### src/rtl/mips_pkg.sv
// Shared MIPS decode definitions: opcodes, ALU operation codes, control-word bit map.
package mips_pkg;

   localparam int CTRL_W = 10;

   localparam logic [5:0] OP_RTYPE = 6'h00;
   localparam logic [5:0] OP_LW    = 6'h23;
   localparam logic [5:0] OP_SW    = 6'h2B;
   localparam logic [5:0] OP_BEQ   = 6'h04;
   localparam logic [5:0] OP_BNE   = 6'h05;
   localparam logic [5:0] OP_ADDI  = 6'h08;
   localparam logic [5:0] OP_ANDI  = 6'h0C;
   localparam logic [5:0] OP_ORI   = 6'h0D;
   localparam logic [5:0] OP_LUI   = 6'h0F;

   // BNE gets its own code so EX can tell the two compare senses apart.
   localparam logic [2:0] ALU_ADD = 3'd0;
   localparam logic [2:0] ALU_SUB = 3'd1;
   localparam logic [2:0] ALU_AND = 3'd2;
   localparam logic [2:0] ALU_OR  = 3'd3;
   localparam logic [2:0] ALU_LUI = 3'd4;
   localparam logic [2:0] ALU_SNE = 3'd5;
   localparam logic [2:0] ALU_R   = 3'd7;

   localparam int CTRL_REG_WRITE  = 9;
   localparam int CTRL_MEM_TO_REG = 8;
   localparam int CTRL_MEM_READ   = 7;
   localparam int CTRL_MEM_WRITE  = 6;
   localparam int CTRL_BRANCH     = 5;
   localparam int CTRL_ALU_SRC    = 4;
   localparam int CTRL_REG_DST    = 3;
   localparam int CTRL_ALU_OP_MSB = 2;
   localparam int CTRL_ALU_OP_LSB = 0;

   localparam logic [CTRL_W-1:0] CTRL_NOP = 10'b00_0000_0000;

   typedef enum logic [1:0] {
      IMM_SEXT = 2'd0,
      IMM_ZEXT = 2'd1,
      IMM_LUI  = 2'd2
   } imm_sel_e;

   function automatic logic is_branch_op(input logic [5:0] op);
      return (op == OP_BEQ) || (op == OP_BNE);
   endfunction

endpackage

### src/rtl/id_control_unit.sv
// Combinational opcode decoder: control word, immediate-extension select and rt-as-source flag.
module id_control_unit
   import mips_pkg::*;
(
   input  logic [5:0]        i_opcode,
   output logic [CTRL_W-1:0] o_ctrl,
   output logic [1:0]        o_imm_sel,
   output logic              o_uses_rt
);

   // Opcode to control word; unknown opcodes fall through to a NOP.
   always_comb begin
      o_ctrl    = CTRL_NOP;
      o_imm_sel = IMM_SEXT;
      o_uses_rt = 1'b0;
      case (i_opcode)
         OP_RTYPE: begin
            o_ctrl[CTRL_REG_WRITE] = 1'b1;
            o_ctrl[CTRL_REG_DST]   = 1'b1;
            o_ctrl[CTRL_ALU_OP_MSB:CTRL_ALU_OP_LSB] = ALU_R;
            o_uses_rt = 1'b1;
         end
         OP_LW: begin
            o_ctrl[CTRL_REG_WRITE]  = 1'b1;
            o_ctrl[CTRL_MEM_TO_REG] = 1'b1;
            o_ctrl[CTRL_MEM_READ]   = 1'b1;
            o_ctrl[CTRL_ALU_SRC]    = 1'b1;
            o_ctrl[CTRL_ALU_OP_MSB:CTRL_ALU_OP_LSB] = ALU_ADD;
         end
         OP_SW: begin
            o_ctrl[CTRL_MEM_WRITE] = 1'b1;
            o_ctrl[CTRL_ALU_SRC]   = 1'b1;
            o_ctrl[CTRL_ALU_OP_MSB:CTRL_ALU_OP_LSB] = ALU_ADD;
            o_uses_rt = 1'b1;
         end
         OP_BEQ: begin
            o_ctrl[CTRL_BRANCH] = 1'b1;
            o_ctrl[CTRL_ALU_OP_MSB:CTRL_ALU_OP_LSB] = ALU_SUB;
            o_uses_rt = 1'b1;
         end
         OP_BNE: begin
            o_ctrl[CTRL_BRANCH] = 1'b1;
            o_ctrl[CTRL_ALU_OP_MSB:CTRL_ALU_OP_LSB] = ALU_SNE;
            o_uses_rt = 1'b1;
         end
         OP_ADDI: begin
            o_ctrl[CTRL_REG_WRITE] = 1'b1;
            o_ctrl[CTRL_ALU_SRC]   = 1'b1;
            o_ctrl[CTRL_ALU_OP_MSB:CTRL_ALU_OP_LSB] = ALU_ADD;
         end
         OP_ANDI: begin
            o_ctrl[CTRL_REG_WRITE] = 1'b1;
            o_ctrl[CTRL_ALU_SRC]   = 1'b1;
            o_ctrl[CTRL_ALU_OP_MSB:CTRL_ALU_OP_LSB] = ALU_AND;
            o_imm_sel = IMM_ZEXT;
         end
         OP_ORI: begin
            o_ctrl[CTRL_REG_WRITE] = 1'b1;
            o_ctrl[CTRL_ALU_SRC]   = 1'b1;
            o_ctrl[CTRL_ALU_OP_MSB:CTRL_ALU_OP_LSB] = ALU_OR;
            o_imm_sel = IMM_ZEXT;
         end
         OP_LUI: begin
            o_ctrl[CTRL_REG_WRITE] = 1'b1;
            o_ctrl[CTRL_ALU_SRC]   = 1'b1;
            o_ctrl[CTRL_ALU_OP_MSB:CTRL_ALU_OP_LSB] = ALU_LUI;
            o_imm_sel = IMM_LUI;
         end
         default: begin
            o_ctrl    = CTRL_NOP;
            o_imm_sel = IMM_SEXT;
            o_uses_rt = 1'b0;
         end
      endcase
   end

endmodule

### src/rtl/id_decode_stage.sv
// MIPS ID stage: register-file addressing, control decode, load-use hazard and the ID/EX register.
// Optional ID_BRANCH_RESOLVE_EN resolves BEQ/BNE here and adds o_branch_taken/o_branch_target.
module id_decode_stage
   import mips_pkg::*;
#(
   parameter int DATA_WIDTH  = 32,
   parameter int INSTR_WIDTH = 32,
   parameter int P_REG_WIDTH = 5,
   parameter int CTRL_WIDTH  = 10
) (
   input  logic                   i_clk,
   input  logic                   i_reset,
   input  logic [INSTR_WIDTH-1:0] i_instr,
   input  logic [DATA_WIDTH-1:0]  i_pc_plus4,
   input  logic                   i_valid,
   input  logic                   i_flush,
   input  logic [DATA_WIDTH-1:0]  i_rs_data,
   input  logic [DATA_WIDTH-1:0]  i_rt_data,
   input  logic                   i_ex_mem_read,
   input  logic [P_REG_WIDTH-1:0] i_ex_rt,
   output logic [P_REG_WIDTH-1:0] o_rs_addr,
   output logic [P_REG_WIDTH-1:0] o_rt_addr,
   output logic                   o_stall,
   output logic                   o_valid,
   output logic [CTRL_WIDTH-1:0]  o_ctrl,
   output logic [DATA_WIDTH-1:0]  o_rs_val,
   output logic [DATA_WIDTH-1:0]  o_rt_val,
   output logic [DATA_WIDTH-1:0]  o_imm,
   output logic [P_REG_WIDTH-1:0] o_rs,
   output logic [P_REG_WIDTH-1:0] o_rt,
   output logic [P_REG_WIDTH-1:0] o_rd,
   output logic [DATA_WIDTH-1:0]  o_pc_plus4
`ifdef ID_BRANCH_RESOLVE_EN
   ,
   output logic                   o_branch_taken,
   output logic [DATA_WIDTH-1:0]  o_branch_target
`endif
);

   logic [5:0]             opcode;
   logic [P_REG_WIDTH-1:0] rs_f, rt_f, rd_f;
   logic [15:0]            imm16;
   logic [CTRL_W-1:0]      ctrl_raw;
   logic [CTRL_WIDTH-1:0]  ctrl_dec;
   logic [1:0]             imm_sel;
   logic                   uses_rt;
   logic [DATA_WIDTH-1:0]  sext_imm, imm_ext;
   logic                   hazard, load;

   logic                   valid_d, valid_q;
   logic [CTRL_WIDTH-1:0]  ctrl_d, ctrl_q;
   logic [DATA_WIDTH-1:0]  rs_val_d, rs_val_q, rt_val_d, rt_val_q;
   logic [DATA_WIDTH-1:0]  imm_d, imm_q, pc_plus4_d, pc_plus4_q;
   logic [P_REG_WIDTH-1:0] rs_d, rs_q, rt_d, rt_q, rd_d, rd_q;

   assign opcode = i_instr[31:26];
   assign rs_f   = i_instr[25:21];
   assign rt_f   = i_instr[20:16];
   assign rd_f   = i_instr[15:11];
   assign imm16  = i_instr[15:0];

   assign o_rs_addr = rs_f;
   assign o_rt_addr = rt_f;

   id_control_unit u_ctrl (
      .i_opcode  (opcode),
      .o_ctrl    (ctrl_raw),
      .o_imm_sel (imm_sel),
      .o_uses_rt (uses_rt)
   );

   assign sext_imm = DATA_WIDTH'($signed(imm16));

   // Immediate extension selected by the decoder.
   always_comb begin
      imm_ext = sext_imm;
      case (imm_sel)
         IMM_SEXT: imm_ext = sext_imm;
         IMM_ZEXT: imm_ext = DATA_WIDTH'(imm16);
         IMM_LUI:  imm_ext = DATA_WIDTH'({imm16, 16'h0000});
         default:  imm_ext = sext_imm;
      endcase
   end

   // Load-use hazard; $0 is hard-wired zero so a load into it never conflicts.
   always_comb begin
      hazard = 1'b0;
      if (i_valid && i_ex_mem_read && (i_ex_rt != '0)) begin
         hazard = (i_ex_rt == rs_f) || (uses_rt && (i_ex_rt == rt_f));
      end else begin
         hazard = 1'b0;
      end
   end

   assign o_stall = hazard & ~i_flush;

`ifdef ID_BRANCH_RESOLVE_EN
   logic ops_equal, is_beq, is_bne;
   assign is_beq    = (opcode == OP_BEQ);
   assign is_bne    = (opcode == OP_BNE);
   assign ops_equal = (i_rs_data == i_rt_data);
   assign o_branch_taken  = i_valid & ~o_stall & ((is_beq & ops_equal) | (is_bne & ~ops_equal));
   assign o_branch_target = i_pc_plus4 + (sext_imm << 2);

   // Branches are finished here, so EX must not see a branch request.
   always_comb begin
      ctrl_dec = CTRL_WIDTH'(ctrl_raw);
      if (is_branch_op(opcode)) begin
         ctrl_dec[CTRL_BRANCH] = 1'b0;
      end else begin
         ctrl_dec[CTRL_BRANCH] = ctrl_raw[CTRL_BRANCH];
      end
   end
`else
   assign ctrl_dec = CTRL_WIDTH'(ctrl_raw);
`endif

   assign load = i_valid & ~i_flush & ~hazard;

   // ID/EX next state: reset, load, or bubble that holds the data fields.
   always_comb begin
      valid_d    = valid_q;
      ctrl_d     = ctrl_q;
      rs_val_d   = rs_val_q;
      rt_val_d   = rt_val_q;
      imm_d      = imm_q;
      rs_d       = rs_q;
      rt_d       = rt_q;
      rd_d       = rd_q;
      pc_plus4_d = pc_plus4_q;
      if (i_reset) begin
         valid_d    = 1'b0;
         ctrl_d     = '0;
         rs_val_d   = '0;
         rt_val_d   = '0;
         imm_d      = '0;
         rs_d       = '0;
         rt_d       = '0;
         rd_d       = '0;
         pc_plus4_d = '0;
      end else if (load) begin
         valid_d    = 1'b1;
         ctrl_d     = ctrl_dec;
         rs_val_d   = i_rs_data;
         rt_val_d   = i_rt_data;
         imm_d      = imm_ext;
         rs_d       = rs_f;
         rt_d       = rt_f;
         rd_d       = rd_f;
         pc_plus4_d = i_pc_plus4;
      end else begin
         valid_d = 1'b0;
         ctrl_d  = '0;
      end
   end

   // ID/EX pipeline register.
   always_ff @(posedge i_clk) begin
      valid_q    <= valid_d;
      ctrl_q     <= ctrl_d;
      rs_val_q   <= rs_val_d;
      rt_val_q   <= rt_val_d;
      imm_q      <= imm_d;
      rs_q       <= rs_d;
      rt_q       <= rt_d;
      rd_q       <= rd_d;
      pc_plus4_q <= pc_plus4_d;
   end

   assign o_valid    = valid_q;
   assign o_ctrl     = ctrl_q;
   assign o_rs_val   = rs_val_q;
   assign o_rt_val   = rt_val_q;
   assign o_imm      = imm_q;
   assign o_rs       = rs_q;
   assign o_rt       = rt_q;
   assign o_rd       = rd_q;
   assign o_pc_plus4 = pc_plus4_q;

endmodule

### config.mk
export PLATFORM = sky130hd
export DESIGN_NAME = id_decode_stage
export DESIGN_NICKNAME = d
export VERILOG_FILES = /design/src/rtl/mips_pkg.sv /design/src/rtl/id_control_unit.sv /design/src/rtl/id_decode_stage.sv
export SDC_FILE = /design/constraint.sdc
export NUM_CORES = 1
export LEC_CHECK = 0
export CAP_MARGIN = 20
export CORE_ASPECT_RATIO = 0.7
export CORE_MARGIN = 2
export CORE_UTILIZATION = 55
export DETAILED_ROUTE_END_ITERATION = 16
export DONT_BUFFER_PORTS = 1
export GPL_TIMING_DRIVEN = 0
export PLACE_DENSITY = 0.7
export SETUP_SLACK_MARGIN = 0.4
export SYNTH_ARGS = -nofsm -noshare
export SYNTH_HDL_FRONTEND = slang
export SYNTH_SLANG_ARGS = --single-unit
### constraint.sdc
create_clock -name i_clk -period 3.6 [get_ports i_clk]
set_clock_uncertainty 0.15 [all_clocks]
set_input_delay 0.72 -clock i_clk [delete_from_list [all_inputs] [get_ports i_clk]]
set_output_delay 0.72 -clock i_clk [all_outputs]
set_load 0.01 [all_outputs]
# Yosys cells after proc, flatten, opt, wreduce, memory -nomap -nowiden
# Index checks and enable logic that the tools add are counted.
[word_totals]
elab_cells = 51
inputBits = 138
register_bits = 154
output_inout_bits = 165
[classes]
n_eq_ne = 12
muxes = 12
n_bitwise = 6
n_reduce_logical = 12
[ops]
columns = ["operator", "n"]
rows = [
  ["$pmux 32 s2", 1],
  ["$eq 6x4->1 const B", 4],
  ["$pmux 3 s6", 1],
  ["$eq 6x3->1 const B", 2],
  ["$eq 6x6->1 const B", 2],
  ["$reduce_or 6->1", 2],
  ["$eq 5x5->1", 2],
  ["$mux 1", 8],
  ["$logic_not 6->1", 1],
  ["$reduce_or 2->1", 3],
  ["$reduce_bool 5->1", 1],
  ["$pmux 2 s2", 1],
  ["$reduce_or 4->1", 1],
  ["$and 1x1->1", 3],
  ["$logic_and 1x1->1", 3],
  ["$not 1->1", 3],
  ["$eq 2x1->1 const B", 1],
  ["$eq 2x2->1 const B", 1],
  ["$mux 2", 1],
  ["$logic_or 1x1->1", 1],
]

# Depth between registers and ports, before layout
[logic_depth]
ltp_word = 10
depth_mapped = 9
ltp_nobuf = 7

# Cells and area by module
# From an unflattened synthesis, not the netlist that was laid out.
[hier_totals]
hier_cells = 980
hier_area_um2 = 8722.1
[modules_own_cells]
columns = ["mod", "cells_each", "seq_area_each_um2", "area_per_inst_um2", "n_inst"]
rows = [
  ["id_decode_stage", 940, 3083.0, 8463.1, 1],
  ["id_control_unit", 40, 0.0, 259.0, 1],
]

# Worst setup path before layout
# No wires, ideal clock.
[synth_path]
path_kind = "input to register"
start = "input i_instr[29]"
end = "register imm_q[21] (netlist: o_imm[21])"
path_buffers = 2
t_arrival_ns = 2.862
setup_ns = 0.086
slack_ns = 0.503
cell_stages = 8
required_ns = 3.364
cell_sequence = "clkbuf_1 > nand2_1 > or4_1 > ha_1 > nor2b_1 > clkbuf_1 > a21oi_1 > a211oi_1"
[synth_between]
elab_chain_len = 8
elab_cells_between_ends = 19
cone_classes = "eq/ne (8); mux (4); bitwise (2); reduce/logical (5)"
[synth_lines]
columns = ["element", "line", "rtl"]
rows = [
  ["from (decl)", "id_decode_stage.sv:13", "input logic [INSTR_WIDTH-1:0] i_instr,"],
  ["$eq 6x3->1 (tied with other cells)", "id_control_unit.sv:16", "case (i_opcode)"],
  ["$reduce_or 4->1 (no source line)", "n/a", ""],
  ["$mux 1", "id_control_unit.sv:16", ""],
  ["$logic_and 1x1->1", "id_decode_stage.sv:89", "hazard = (i_ex_rt == rs_f) || (uses_rt && (i_ex_rt == rt_f));"],
  ["$logic_or 1x1->1", "id_decode_stage.sv:89", ""],
  ["$mux 1", "id_decode_stage.sv:88", "if (i_valid && i_ex_mem_read && (i_ex_rt != '0)) begin"],
  ["$not 1->1", "id_decode_stage.sv:118", "assign load = i_valid & ~i_flush & ~hazard;"],
  ["$and 1x1->1", "id_decode_stage.sv:118", ""],
  ["to (signal assigned)", "id_decode_stage.sv:163", "imm_q <= imm_d;"],
  ["to (decl)", "id_decode_stage.sv:53", "logic [DATA_WIDTH-1:0] imm_d, imm_q, pc_plus4_d, pc_plus4_q;"],
]
# Several ways; a longest one is shown, not always the timed one.
# A chain may end at the register's enable or synchronous reset.

# Worst setup path in the final report
[layout_path]
start = "input i_instr[26]"
end = "output o_stall"
[layout_between]
elab_chain_len = 7
elab_cells_between_ends = 10
cone_classes = "eq/ne (3); mux (2); bitwise (1); reduce/logical (4)"
[layout_lines]
columns = ["element", "line", "rtl"]
rows = [
  ["$eq 6x3->1 (tied with other cells)", "id_control_unit.sv:16", ""],
  ["$reduce_or 4->1 (no source line) (*)", "n/a", ""],
  ["$mux 1 (*)", "id_control_unit.sv:16", ""],
  ["$logic_and 1x1->1 (*)", "id_decode_stage.sv:89", ""],
  ["$logic_or 1x1->1 (*)", "id_decode_stage.sv:89", ""],
  ["$mux 1 (*)", "id_decode_stage.sv:88", ""],
  ["$and 1x1->1 (*)", "id_decode_stage.sv:95", "assign o_stall = hazard & ~i_flush;"],
  ["to (decl)", "id_decode_stage.sv:23", "output logic o_stall,"],
]
# Every way passes the cells marked *; elsewhere a longest branch is shown, timed or not.

==> flow_summary.json <==
{
  "status": "complete, no violations",
  "grt.met2_usage_pct": 51.5,
  "hp-start": "i_instr[30]",
  "place_hpwl_um": 14600,
  "hold_viol_final": 0,
  "use_met3_pct": 9.87,
  "yosys.area_share.simple_pct": 14.4,
  "cts_max_path_buffers": 2,
  "drtIter0Drc": 330,
  "hold_depth": 1,
  "tightest_slew_ps": 637,
  "p_leak_nw": 2.50,
  "h-tree-depth": 4,
  "diodes": 0,
  "boundaryPins": 303,
  "critPathKind": "input port to output port",
  "grt_pass1_vias": 5429,
  "slew_headroom_pct": 57.5,
  "die_w_um": 132,
  "synthArstFlopShare_pct": 0,
  "grtUsageTotal_pct": 30.1,
  "finalSetupViolCount": 0,
  "period_share_pct": 86.0,
  "min_to": "o_ctrl[4]",
  "path_max_fanout": 10,
  "synth.distinct_cells": 42,
  "r2r_start": "o_imm[27]",
  "synth_nets": 876,
  "nNetsFinal": 895,
  "die_h_um": 93.8,
  "wl_per_cell_um": 21.1,
  "antenna_found_initial": 0,
  "gr-usage-met1_pct": 35.6,
  "coreArea_um2": 11100,
  "vias": 5712,
  "clk_latency_ps": 410,
  "power.density_nw_per_um2": 538,
  "syn-cell-area_um2": 6340,
  "fin_cells": 921,
  "yosys.area_share.xor_xnor_pct": 1.52,
  "syn_inst": 736,
  "synth_edf_count": 0,
  "routed_wirelength_um": 19500,
  "grt_max_degree": 17,
  "drv_cap": 0,
  "clk_pin_slew_worst_paths_ps": 60,
  "stdcell_area_um2": 7100,
  "vias_per_cell": 6.20,
  "initial_core_util_pct": 56.9,
  "synth_compound_area_share_pct": 24.8,
  "fmax_ghz": 0.323,
  "end_kind": "output port",
  "ant_nets": 0,
  "postCtsHoldBufs": 0,
  "fin_crit_ps": 3100,
  "drive_gt1_share_pct": 13.8,
  "cts_tree": "yes",
  "dp_cells": 889,
  "avgSynthCellArea_um2": 8.61,
  "fp-row-count": 32,
  "drv_slew": 0,
  "fin_hold_ws_ps": 225,
  "area_growth_pct": 12.0,
  "port_buffers": 0,
  "crit_arrival_ps": 2230,
  "yosysTopAreaCellShare_pct": 48.3,
  "yosys_most_used_dff": "dfxtp_1",
  "required_ps": 2730,
  "grt_pass1_wl_um": 29300,
  "r2r-end": "o_imm[27]",
  "clock-root-buffer": "clkbuf_16",
  "synthTopCellsByArea": "dfxtp_1 (48%), a21oi_1 (11%), nand3_1 (8.8%), o21ai_0 (7.1%), mux2i_1 (2.5%)",
  "seq_area_frac_synth_pct": 48.3,
  "fillers": 954,
  "synth_largest_area_cell": "dfxtp_1",
  "yosysMostFrequentCell": "dfxtp_1",
  "drc": 0,
  "die-area_um2": 12400,
  "crit_start": "i_instr[26]",
  "start_kind": "input port",
  "ys_top_cells_by_count": "dfxtp_1 (153), a21oi_1 (144), nand3_1 (111), o21ai_0 (90), clkbuf_1 (29)",
  "tns_ps": 0,
  "synth_top_family_by_area": "compound AO/OA/AOI/OAI gates",
  "synthAdderAreaFrac_pct": 0.395,
  "clock_sinks": 153,
  "place.gp.congestion": 0.874,
  "grt.overflow.total": 0,
  "post_dp_cell_area_um2": 6530,
  "ys_seq_elements": 153,
  "reg2reg_slack_ps": 2620,
  "peakVddDrop_uv": 361,
  "rsz0062_at_grt": "no",
  "hp-class": "input port to flop",
  "cts_buffers": 17,
  "fin_util_pct": 63.8,
  "drt_first_pass_iters": 5,
  "rr_worst_depth": 2,
  "ys_warn_count": 0,
  "muxShareOfSynthArea_pct": 2.53,
  "busiest_layer": "met2"
}
per-layer routing:
metal	share of wire [%]	wire length, um
met1	39	7510
met2	48	9420
met3	10	1960
met4	2.9	562
met5	0	0
placed cells by master (no fill, tap or decap), types with 4 or more instances in the layout:
cell type and instances:
inv_6 4, inv_1 4, buf_4 14, buf_6 8
clkbuf_2 13, a21oi_1 143, clkbuf_16 17, nand3_1 111
mux2i_1 16, buf_2 26, o21ai_0 90, nand2b_1 17
nand2_1 20, dfxtp_1 153, clkbuf_1 27, o21ai_1 25
a211oi_1 16, nor4_1 5, nor2_1 6, clkinv_4 6
xor2_1 10
critical path: stages:
cell	delay, ps
buf_2	190
nand4b_1	220
nor2_2	190
o2111ai_2	220
buf_4	240
buf_2	210
a21oi_2	240
repair_timing:
item | in CTS | in global routing
setup endpoints to repair | 1 | 5
resized for setup | 3 | 5
pin swaps | 0 | 1
gates cloned | 0 | 0
setup buffers | 0 | 0
per-stage QoR:
stage               total power, mW  setup slack [ps]
floorplan                      2.11               503
global placement               2.18               102
detailed placement             2.19              47.3
CTS                            3.83               440
global route                   3.95               401
finish                         3.82               504
power by group:
part           internal, mW  leakage (nW)  total [mW]  switching (mW)
clock                 0.913         0.264        1.66           0.748
combinational         0.115         0.983       0.287           0.172
sequential             1.77          1.25        1.87          0.0991
flip-flops by register name (all words and copies together) (netlist names):
| signal | flops |
|---|---|
| o_rt_val | 32 |
| o_rs_val | 32 |
| o_rs | 5 |
| o_imm | 32 |
| o_rt | 5 |
| o_valid | 1 |
| o_ctrl | 9 |
| o_rd | 5 |
| o_pc_plus4 | 32 |
cell type report:
cell class / count / area, um^2 / share of cell area (%)
clock buffer: 18 / 439 / 6.18
buffer: 88 / 492 / 6.92
clock inverter: 14 / 115 / 1.62
sequential: 153 / 3060 / 43.1
multi-input combinational: 490 / 2780 / 39.2
tap: 153 / 191 / 2.70
inverter: 5 / 18.8 / 0.264
worst max path at each step:
stage / cells past startpoint / slack [ps] / to
3_5_place_dp: 8 / 50 / o_imm[26]
6_report: 7 / 500 / o_stall
5_1_grt: 7 / 400 / o_stall
4_1_cts: 7 / 440 / o_stall
3_3_place_gp: 8 / 100 / o_imm[30]
2_1_floorplan: 8 / 500 / o_imm[21]
logic make-up (layout without fill, tap and decap cells):
group           after synthesis  count (layout)
compound gates              285             285
xor+xnor                     11              11
fa+ha+maj                     2               2
buf+inv                      93             125
flops                       153             153
mux                          16              16
simple gates                176             176
Power figures use the tool's default switching activity.
==> variant 1, RTL diff (same settings) <==
The parameter `DATA_WIDTH` goes from 32 to 24.
--- a/src/rtl/id_decode_stage.sv
+++ b/src/rtl/id_decode_stage.sv
@@ -3,7 +3,7 @@
 module id_decode_stage
    import mips_pkg::*;
 #(
-   parameter int DATA_WIDTH  = 32,
+   parameter int DATA_WIDTH  = 24,
    parameter int INSTR_WIDTH = 32,
    parameter int P_REG_WIDTH = 5,
    parameter int CTRL_WIDTH  = 10
Interface: changed (7 resized); port bits go from 303 to 247. The function was not compared with the original's and may differ.
==> variant 1 against the unedited design <==
Maximum frequency down 1.5%. Setup slack worse by 0.046 ns. Utilization up 1.8 points. Sequential cell count down 32. Synthesized area down 20%. Total power down 6.1%. Final area down 17%. Largest power group is now clock. Routed wire length down 24%. Critical path depth unchanged. Clock power up 13%. Non-clock buffer count down 17.
==> variant 1: results (changes against the unedited design) <==
* Status: completed
* Tmin final at 3.14 ns (+0.0461 ns)
* Maximum number of pins on one net before global-route repair at 17 (unchanged)
* Syn nets at 711 (-19%)
* Relative slew slack at 62.7% (+5.2 points)
* Number of global-route vias before repair at 4467 (-18%)
* CP peak stage delay at 0.29 ns (+0.05 ns)
* Post-synthesis cell type count at 39 (-7.1%)
* GR Util All Layers at 29.3% (-0.80 points)
* First-pass GRT wire length at 23000 um (-21%)
* Maximum VDD drop at 324 uV (-10%)
* Top cells by area, synth: dfxtp_1 48%, a21oi_1 10%, nand3_1 8.8%, o21ai_0 8.5%, mux2i_1 3.2%
* Vias per std cell at 6.12 (-1.4%)
* Critical path arrival at 2.27 ns (+0.04 ns)
* Dpl ws at 0.150 ns (+0.103 ns)
* Fillers at 756 (-21%)
* Leak at 2.09 nW (-16%)
* NumNets Final at 730 (-18%)
* Synth top cells by count: 121 x dfxtp_1, 105 x a21oi_1, 89 x nand3_1, 86 x o21ai_0, 42 x clkbuf_1
* Post-synthesis compound-gate area fraction at 22.3% (-2.5 points)
* Starting DRT DRC Count at 317 (-3.9%)
* Routed WL per cell at 19.7 um (-6.5%)
* FF-to-FF setup slack at 2.66 ns (+0.04 ns)
* Post-synthesis mux area share at 3.17% (+0.64 points)
* Post-synthesis sequential area ratio at 47.9% (-0.38 points)
* Synth Area in XOR/XNOR at 1.91% (+0.39 points)
* Hold slack final at 0.296 ns (+0.0707 ns)
* Post-Synth Adder-Cell Area at 0.495% (+0.10 points)
-- variant 1: power by group --
group	total, mW	internal [mW]	switching (mW)
sequential	1.48	1.40	0.0732
clock	1.88	1.25	0.634
combinational	0.229	0.0909	0.138
total	3.59	2.74	0.845
-- variant 1: layout make-up --
cell class / instances / area share (%)
Buffer: 71 / 6.31
Clock buffer: 18 / 7.44
Clock inverter: 14 / 3.75
Inverter: 5 / 0.318
Multi-Input combinational cell: 398 / 38.5
Sequential cell: 121 / 41.0
Tap cell: 124 / 2.63
-- variant 1: cells by family (layout without fill, tap and decap cells) --
family	after synthesis	in the layout
compound gates	211	211
xor+xnor	11	11
fa+ha+maj	2	2
buf+inv	76	108
flops	121	121
mux	16	16
simple gates	158	158
-- variant 1: worst register-to-register path, cell delays in order (launching register included) --
cell	delay (ns)
dfxtp_1	0.40
a21oi_1	0.06
a211oi_1	0.23
-- variant 1: path summary, 6_finish.rpt --
| kind | from | endpoint | depth (start not counted) |
|---|---|---|---|
| setup / recovery | i_instr[27] | o_stall | 7 |
| hold / removal | i_instr[7] | o_imm[7] | 2 |
| setup reg to reg | o_imm[18] | o_imm[18] | 2 |
| hold reg to reg | o_imm[11] | o_imm[11] | 2 |
-- variant 1: per-layer routing --
metal	track usage [%]	share of wire, %
met5	0	0
met2	47.4	49
met3	11.9	9.6
met1	34.8	39
met4	12.7	2.1
-- variant 1: metrics by stage --
step           total power, mW  std cells  area, sq um
2_1_floorplan             1.67        595         5050
3_3_place_gp              1.72        719         5210
3_5_place_dp              1.73        719         5210
4_1_cts                   3.60        751         5900
5_1_grt                   3.69        751         5900
6_report                  3.59        751         5900
-- variant 1: repair_timing --
action | 4_1_cts | 5_1_grt
gates cloned | 0 | 0
setup endpoints to repair | 1 | 3
resized for setup | 5 | 4
==> variant 2, RTL diff (same settings) <==
Made on the original files. Add a define of `ID_BRANCH_RESOLVE_EN`.
--- a/src/rtl/id_decode_stage.sv
+++ b/src/rtl/id_decode_stage.sv
@@ -1,5 +1,7 @@
 // MIPS ID stage: register-file addressing, control decode, load-use hazard and the ID/EX register.
 // Optional ID_BRANCH_RESOLVE_EN resolves BEQ/BNE here and adds o_branch_taken/o_branch_target.
+`define ID_BRANCH_RESOLVE_EN
+
 module id_decode_stage
    import mips_pkg::*;
 #(
Function (old outputs only; new: o_branch_taken and o_branch_target): changed (Yosys sat finds a counterexample within 4 cycles, from zero or initial values and one cycle with i_reset high).
==> variant 2 against the unedited design <==
Die area is 21% higher. Routed wire length is 35% higher. Sequential share of layout area down 10 points. Final area up 30%. Sequential cell count unchanged. Critical endpoint is now o_branch_target[26]. Via count increased by 27%. Maximum frequency fell by 12%. Synthesized cell count increased by 34%. Utilization grew 3.2 points. Synthesized area increased by 22%. Setup slack worse by 0.43 ns. Critical path type unchanged.
Power is not compared: it rests on default switching activity, and its combinational part moved more than twofold at a synthesized area within 25%.
==> variant 2: results (changes against the unedited design) <==
* Routed WL per cell at 21.4 um (+1.6%)
* Fillers at 1205 (+26%)
* Fraction of layout cells with a size suffix above 1 at 17.8% (+4.0 points)
* Top Family by Delay on Critical Path: compound AO/OA/AOI/OAI gates
* Status: completed
* NumNets Final at 1193 (+33%)
* Placed inst area at 8070 sq um (+24%)
* Starting DRT DRC Count at 526 (+59%)
* Worst path slowest cell: a2111oi_4
* Post-synthesis cell type count at 54 (+29%)
* Internal power at 3.11 mW
* Maximum number of pins on one net before global-route repair at 20 (+3)
* Count leader, synth: nand2_1
* GPL Wtd Cong at 0.968 (+11%)
* GR Util All Layers at 32.7% (+2.5 points)
* Critical path arrival at 2.66 ns (+0.43 ns)
* Crit-path max FO at 19 (+9)
* CP peak stage delay at 0.32 ns (+0.08 ns)
* FF-to-FF setup slack at 2.64 ns (+0.02 ns)
* Max Buffers Root-to-Sink at 2 (unchanged)
* DP Wirelength at 19800 um (+35%)
* Top cells by area, synth: dfxtp_1 40%, nand2_1 14%, a21oi_1 9.6%, xnor2_1 6.6%, ha_1 5.0%
* Synth top cells by count: 279 x nand2_1, 153 x dfxtp_1, 148 x a21oi_1, 58 x xnor2_1, 38 x nor2_1
* First-pass GRT wire length at 37400 um (+28%)
* Vias per std cell at 5.92 (-4.6%)
* Post-synthesis sequential area ratio at 39.7% (-8.6 points)
* Pre-antenna DRT Iters at 5 (unchanged)
* Leak at 3.44 nW
* Hold slack final at 0.265 ns (+0.0400 ns)
* Slew @ Worst Pin at 0.640 ns (+0.00319 ns)
* Number of global-route vias before repair at 6378 (+17%)
-- variant 2: metal layers --
layer	routed length, um	vias to the layer above	track usage (%)
met5	0	-	0
met4	565	0	7.69
met3	2860	41	11.2
met2	11700	398	50.4
met1	11200	3412	44.5
li1	-	3402	-
-- variant 2: what timing repair did --
| item | in CTS | in global routing |
|---|---|---|
| buffers inserted | 12 | 9 |
| hold buffers | 0 | 0 |
| setup endpoints to repair | 18 | 32 |
| gates resized for setup | 57 | 37 |
| pin swaps | 27 | 22 |
-- variant 2: metrics by stage --
step | power, mW | instances | setup slack, ns
6_report | 4.52 | 1226 | 0.0746
4_1_cts | 4.45 | 1217 | 0.167
3_5_place_dp | 2.60 | 1173 | 0.0184
3_3_place_gp | 2.60 | 1173 | 0.0396
2_1_floorplan | 2.44 | 983 | 0.384
5_1_grt | 4.67 | 1226 | 0.0519
-- variant 2: cell type report --
type / count / area [sq um] / share of cell area [%]
inverters: 11 / 41.3 / 0.446
flip-flops and latches: 153 / 3060 / 33.1
repair buffers: 21 / 169 / 1.82
well taps: 190 / 238 / 2.57
multi-input cells: 747 / 4700 / 50.7
clock buffers: 17 / 425 / 4.59
clock inverters: 15 / 159 / 1.71
plain buffers: 72 / 474 / 5.12
-- variant 2: power by group through the flow --
stage | clock [mW] | combinational, mW | sequential, mW
2_1_floorplan | 0 | 0.550 | 1.89
3_3_place_gp | 0 | 0.679 | 1.92
3_5_place_dp | 0 | 0.682 | 1.92
4_1_cts | 1.81 | 0.764 | 1.88
5_1_grt | 1.87 | 0.914 | 1.89
6_report | 1.79 | 0.842 | 1.88
-- variant 2: path summary, 6_finish.rpt --
kind | from | endpoint | depth (start not counted)
max | i_instr[15] | o_branch_target[26] | 9
max reg2reg | o_imm[27] | o_imm[27] | 2
min | i_instr[6] | o_imm[6] | 2
min reg2reg | o_pc_plus4[27] | o_pc_plus4[27] | 2
-- variant 2: cells by family (layout without fill, tap and decap cells) --
family	Yosys count	count (layout)	share of synthesized area (%)
and+or+nand+nor	416	416	23.4
adders and majority gates	32	32	5.29
DFF	153	153	39.7
other	1	1	0.0486
AOI/OAI and AO/OA	228	228	17.2
buffers and inverters	83	136	6.39
xor gates and xnor gates	70	70	7.94
